### src/rtl/link_reset_supervisor.sv
// Runtime reset sequencer for the DCM and Aurora link: brings the link up, holds the
// datapath in reset until channel-up, and re-runs the sequence on loss with bounded retries.
module link_reset_supervisor #(
  parameter int DCM_RST_CYCLES    = 128,
  parameter int AURORA_RST_CYCLES = 128,
  parameter int LOCK_TIMEOUT      = 4096,
  parameter int CHANNEL_TIMEOUT   = 65536,
  parameter int HOLDOFF_CYCLES    = 1024,
  parameter int MAX_RETRIES       = 3
) (
  input  logic        clk,
  input  logic        rst,
  input  logic        dcm_locked,
  input  logic        channel_up,
  input  logic        force_reinit,
  input  logic        clear_fault,
  output logic        rst_dcm,
  output logic        rst_aurora,
  output logic        rst_datapath,
  output logic        ready,
  output logic        fault,
  output logic [3:0]  retry_count,
  output logic [15:0] reinit_count
);

  typedef enum logic [2:0] {
    S_RESET_DCM,
    S_WAIT_LOCK,
    S_RESET_AURORA,
    S_WAIT_CHANNEL,
    S_RUN,
    S_RETRY,
    S_HOLDOFF,
    S_FAULT
  } state_t;

  // Terminal timer values: a phase of N cycles ends when the timer reads N-1.
  localparam logic [16:0] DCM_LAST     = 17'(DCM_RST_CYCLES - 1);
  localparam logic [16:0] AURORA_LAST  = 17'(AURORA_RST_CYCLES - 1);
  localparam logic [16:0] LOCK_LAST    = 17'(LOCK_TIMEOUT - 1);
  localparam logic [16:0] CHANNEL_LAST = 17'(CHANNEL_TIMEOUT - 1);
  localparam logic [16:0] HOLDOFF_LAST = 17'(HOLDOFF_CYCLES - 1);
  localparam logic [3:0]  RETRY_LIMIT  = 4'(MAX_RETRIES);

  state_t      state_q, state_d;
  logic [16:0] timer_q;
  logic [3:0]  retry_q, retry_d;
  logic [15:0] reinit_q, reinit_d;

  always_comb begin
    state_d  = state_q;
    retry_d  = retry_q;
    reinit_d = reinit_q;
    case (state_q)
      S_RESET_DCM: begin
        if (timer_q == DCM_LAST) state_d = S_WAIT_LOCK;
      end
      S_WAIT_LOCK: begin
        if (dcm_locked)                 state_d = S_RESET_AURORA;
        else if (timer_q == LOCK_LAST)  state_d = S_RETRY;
      end
      S_RESET_AURORA: begin
        if (!dcm_locked)                  state_d = S_RETRY;
        else if (timer_q == AURORA_LAST)  state_d = S_WAIT_CHANNEL;
      end
      S_WAIT_CHANNEL: begin
        if (!dcm_locked) begin
          state_d = S_RETRY;
        end else if (channel_up) begin
          state_d = S_RUN;
          retry_d = '0;
        end else if (timer_q == CHANNEL_LAST) begin
          state_d = S_RETRY;
        end
      end
      S_RUN: begin
        if (!dcm_locked || !channel_up || force_reinit) begin
          state_d = S_HOLDOFF;
          if (reinit_q != 16'hFFFF) reinit_d = reinit_q + 16'd1;
        end
      end
      S_RETRY: begin
        if (retry_q == RETRY_LIMIT) begin
          state_d = S_FAULT;
        end else begin
          state_d = S_HOLDOFF;
          retry_d = retry_q + 4'd1;
        end
      end
      S_HOLDOFF: begin
        if (timer_q == HOLDOFF_LAST) state_d = S_RESET_DCM;
      end
      S_FAULT: begin
        if (clear_fault || force_reinit) begin
          state_d = S_RESET_DCM;
          retry_d = '0;
        end
      end
      default: state_d = S_RESET_DCM;
    endcase
  end

  // Timer restarts on every state change; wrapping in RUN/FAULT is harmless.
  always_ff @(posedge clk) begin
    if (rst) begin
      state_q  <= S_RESET_DCM;
      timer_q  <= '0;
      retry_q  <= '0;
      reinit_q <= '0;
    end else begin
      state_q  <= state_d;
      timer_q  <= (state_d != state_q) ? 17'd0 : timer_q + 17'd1;
      retry_q  <= retry_d;
      reinit_q <= reinit_d;
    end
  end

  assign rst_dcm      = (state_q == S_RESET_DCM) || (state_q == S_HOLDOFF) ||
                        (state_q == S_FAULT);
  assign rst_aurora   = (state_q != S_WAIT_CHANNEL) && (state_q != S_RUN);
  assign rst_datapath = (state_q != S_RUN);
  assign ready        = (state_q == S_RUN);
  assign fault        = (state_q == S_FAULT);
  assign retry_count  = retry_q;
  assign reinit_count = reinit_q;

endmodule

### config.mk
export PLATFORM = sky130hd
export DESIGN_NAME = link_reset_supervisor
export DESIGN_NICKNAME = d
export VERILOG_FILES = /design/src/rtl/link_reset_supervisor.sv
export SDC_FILE = /design/constraint.sdc
export NUM_CORES = 1
export LEC_CHECK = 0
export CORE_ASPECT_RATIO = 1.25
export CORE_UTILIZATION = 48
export DETAILED_ROUTE_END_ITERATION = 10
export GPL_TIMING_DRIVEN = 0
export PLACE_DENSITY = 0.8
export REMOVE_ABC_BUFFERS = 1
export SKIP_LAST_GASP = 1
export SYNTH_ARGS = -nofsm -noshare
export SYNTH_HDL_FRONTEND = slang
export SYNTH_SLANG_ARGS = --single-unit
### constraint.sdc
create_clock -name clk -period 4.35 [get_ports clk]
set_clock_uncertainty 0.15 [all_clocks]
set_input_delay 1.305 -clock clk [delete_from_list [all_inputs] [get_ports clk]]
set_output_delay 1.305 -clock clk [all_outputs]
set_load 0.05 [all_outputs]
==> impl_metrics.toml <==
[setup_path]
r2r-start = "timer_q[0]$_SDFF_PP0_"
cp_max_fo = 14
critPathKind = "flop to output port"
startpoint = "state_q[2]$_SDFF_PP0_"
cp-end-kind = "output port"
cp.arrival_ns = 2.45
crit_path_start_kind = "flop"
cp.required_ns = 2.89

[power_and_ir_drop]
switchingPower_uw = 145
intPower_uw = 580
power_density_nw_per_um2 = 283
peakVddDrop_mv = 0.266
p_leak_nw = 0.792
p_sw_share_pct = 20.0
pwr-share-clk_pct = 45.5
power_frac_seq_pct = 51.0
comb_power_share_pct = 3.4

[floorplanning]
fp.dieH_um = 76.4
die_width_um = 61.5
coreArea_um2 = 4160
die_area_um2 = 4700
rows = 26
io_pins = 31
start_util_pct = 51.1

[sta]
finalMaxSlewViolations = 0
hold_viol = 0
period_minus_slack_ns = 3.90
layout_setup_ws_ns = 0.445
max_slew_margin_pct = 38.2
rsz0062_at_grt = "false"
worst_pin_slew_ns = 0.918
setup_viol = 0
fin_crit_sh_pct = 89.8
fmax_ghz = 0.256
holdWs_ns = 0.347
fin_tns_setup_ns = 0

[cells_and_area]
multi_input_area_um2 = 1230
layout-drive-gt1-share_pct = 6.03
seq_area_um2 = 801
nNetsFinal = 291
syn2layout_area_growth_pct = 20.5
num-fill-cells = 395
n_antenna_cell = 0
fin_cells = 338
finalInstanceArea_um2 = 2560

[grt]
grt_max_degree = 25
grt_first_pass_wirelength_um = 7350
grt_pass1_vias = 1749
grt.total_usage_pct = 20.2
grt-ovfl-total = 0
antenna_found_initial = 0

[synth]
synth-seq-cells = 40
async_flop_share_pct = 0
netlist_instances = 255
syn_avg_cell_area_um2 = 8.34
ys_warn_count = 0
seq_area_frac_synth_pct = 37.6
synth_edf_count = 0
yosysTopAreaCell = "dfxtp_1"
synth_cell_types = 43
syn_area_um2 = 2130
synth_top_area_share_pct = 37.6
synth_top_flop_cell = "dfxtp_1"
synthTopCellsByArea = "dfxtp_1 (38%), xnor2_1 (9.9%), nor3_1 (5.6%)"

[clock_tree]
clockRootBuffer = "clkbuf_8"
clk_latency_ns = 0.30
cts_resized = 0
cts_tree = "built"
holdBufCountCts = 0
post_cts_buffers = 0
clk_pin_slew_ns = 0.07
clock_path_buffers = 2
cts_buffers = 5
cts_htree_levels = 2
clock-sinks = 40

[route]
drt_iter0_drc = 118
ant_nets = 0
drtPass1Iterations = 7
vias_per_cell = 5.64
routed-via-count = 1905
remaining_drc_errors = 0
drt-total-wl_um = 4310
wl_per_cell_um = 12.8

[placed_design]
dp.cells = 330
place_hpwl_um = 3050
dpl_worst_slack_ns = 0.761
place_area_um2 = 2440
routabilityCongestion = 0.862
io_buffers = 30

[min_path]
hp-start = "retry_count[1]$_SDFFE_PP0P_"
hold_class = "flop to flop"

[run_status]
outcome = "finished, final reports clean"

[flow_run]
cap_violations = 0
## critical path, stage by stage (launching register included)
cell	delay (ns)
dfxtp_1	0.58
nor3b_1	0.64
clkdlybuf4s50_1	0.93
## synthesized netlist by cell type (all sizes together) (2+ instances only)
cell / instances
nand2: 15
a211oi: 6
inv: 8
o31ai: 2
ha: 4
nor4: 7
or4: 4
clkbuf: 6
nand3: 11
and3: 4
nor4b: 5
xor2: 5
or3: 3
dfxtp: 40
buf: 5
nand2b: 4
nand4: 10
a21oi: 11
nor3: 24
or2: 4
nor2: 31
o21ai: 5
xnor2: 24
nor3b: 4
## cells by family after synthesis
group                      share of synthesized area [%]
xor gates and xnor gates                            11.9
adders and majority gates                           2.35
AOI/OAI and AO/OA                                   10.1
DFF                                                 37.6
buffers and inverters                               4.29
and+or+nand+nor                                     33.7
## worst paths after layout
| check | endpoint | slack (ns) | cells past startpoint |
|---|---|---|---|
| min reg2reg | retry_count[1]$_SDFFE_PP0P_ | 0.35 | 2 |
| max reg2reg | timer_q[10]$_SDFF_PP0_ | 1.61 | 6 |
| max | ready | 0.45 | 2 |
| min | retry_count[1]$_SDFFE_PP0P_ | 0.35 | 2 |
## per-layer routing
metal	vias up	wire length [um]	track usage [%]	part of all wire, %
met1	890	1970	24.2	46
met5	-	0	0	0
met3	6	162	5.26	3.8
met4	0	77	8.44	1.8
met2	42	2110	33.0	49
li1	967	-	-	-
## cell usage in the layout (no fill, tap or decap), types with 5 or more instances in the layout
cell type,n
nand3_1,11
xor2_1,5
xnor2_1,24
inv_1,8
nor4_1,7
nand2_1,15
nor4b_1,5
a21oi_1,11
a211oi_1,6
nor3_1,24
o21ai_0,5
clkdlybuf4s50_1,30
nor2_1,31
clkbuf_8,7
nand4_1,9
dfxtp_1,40
## layout make-up
cell class,count,share of cell area (%)
clock buffers,7,3.76
clock inverters,1,1.17
inverters,8,1.17
multi-input cells,196,48.2
flip-flops and latches,40,31.2
well taps,56,2.73
repair buffers,30,11.7
## power groups by stage
| stage | sequential, mW | clock, mW | combinational (mW) |
|---|---|---|---|
| after floorplan | 0.378 | 0 | 0.0125 |
| after global placement | 0.378 | 0 | 0.0246 |
| after detailed placement | 0.378 | 0 | 0.0248 |
| after CTS | 0.370 | 0.337 | 0.0249 |
| after global routing | 0.370 | 0.352 | 0.0270 |
| final | 0.370 | 0.330 | 0.0250 |
## registers in the layout (all words and copies together), names as in the netlist
signal,cells
reinit_count,16
retry_count,4
state_q,3
timer_q,17
## stage by stage
step | total power [mW] | util (%)
final | 0.725 | 61.5
after global routing | 0.749 | 61.5
after CTS | 0.732 | 61.5
after detailed placement | 0.403 | 58.5
after global placement | 0.403 | 58.5
after floorplan | 0.391 | -
Power figures use the tool's default switching activity.
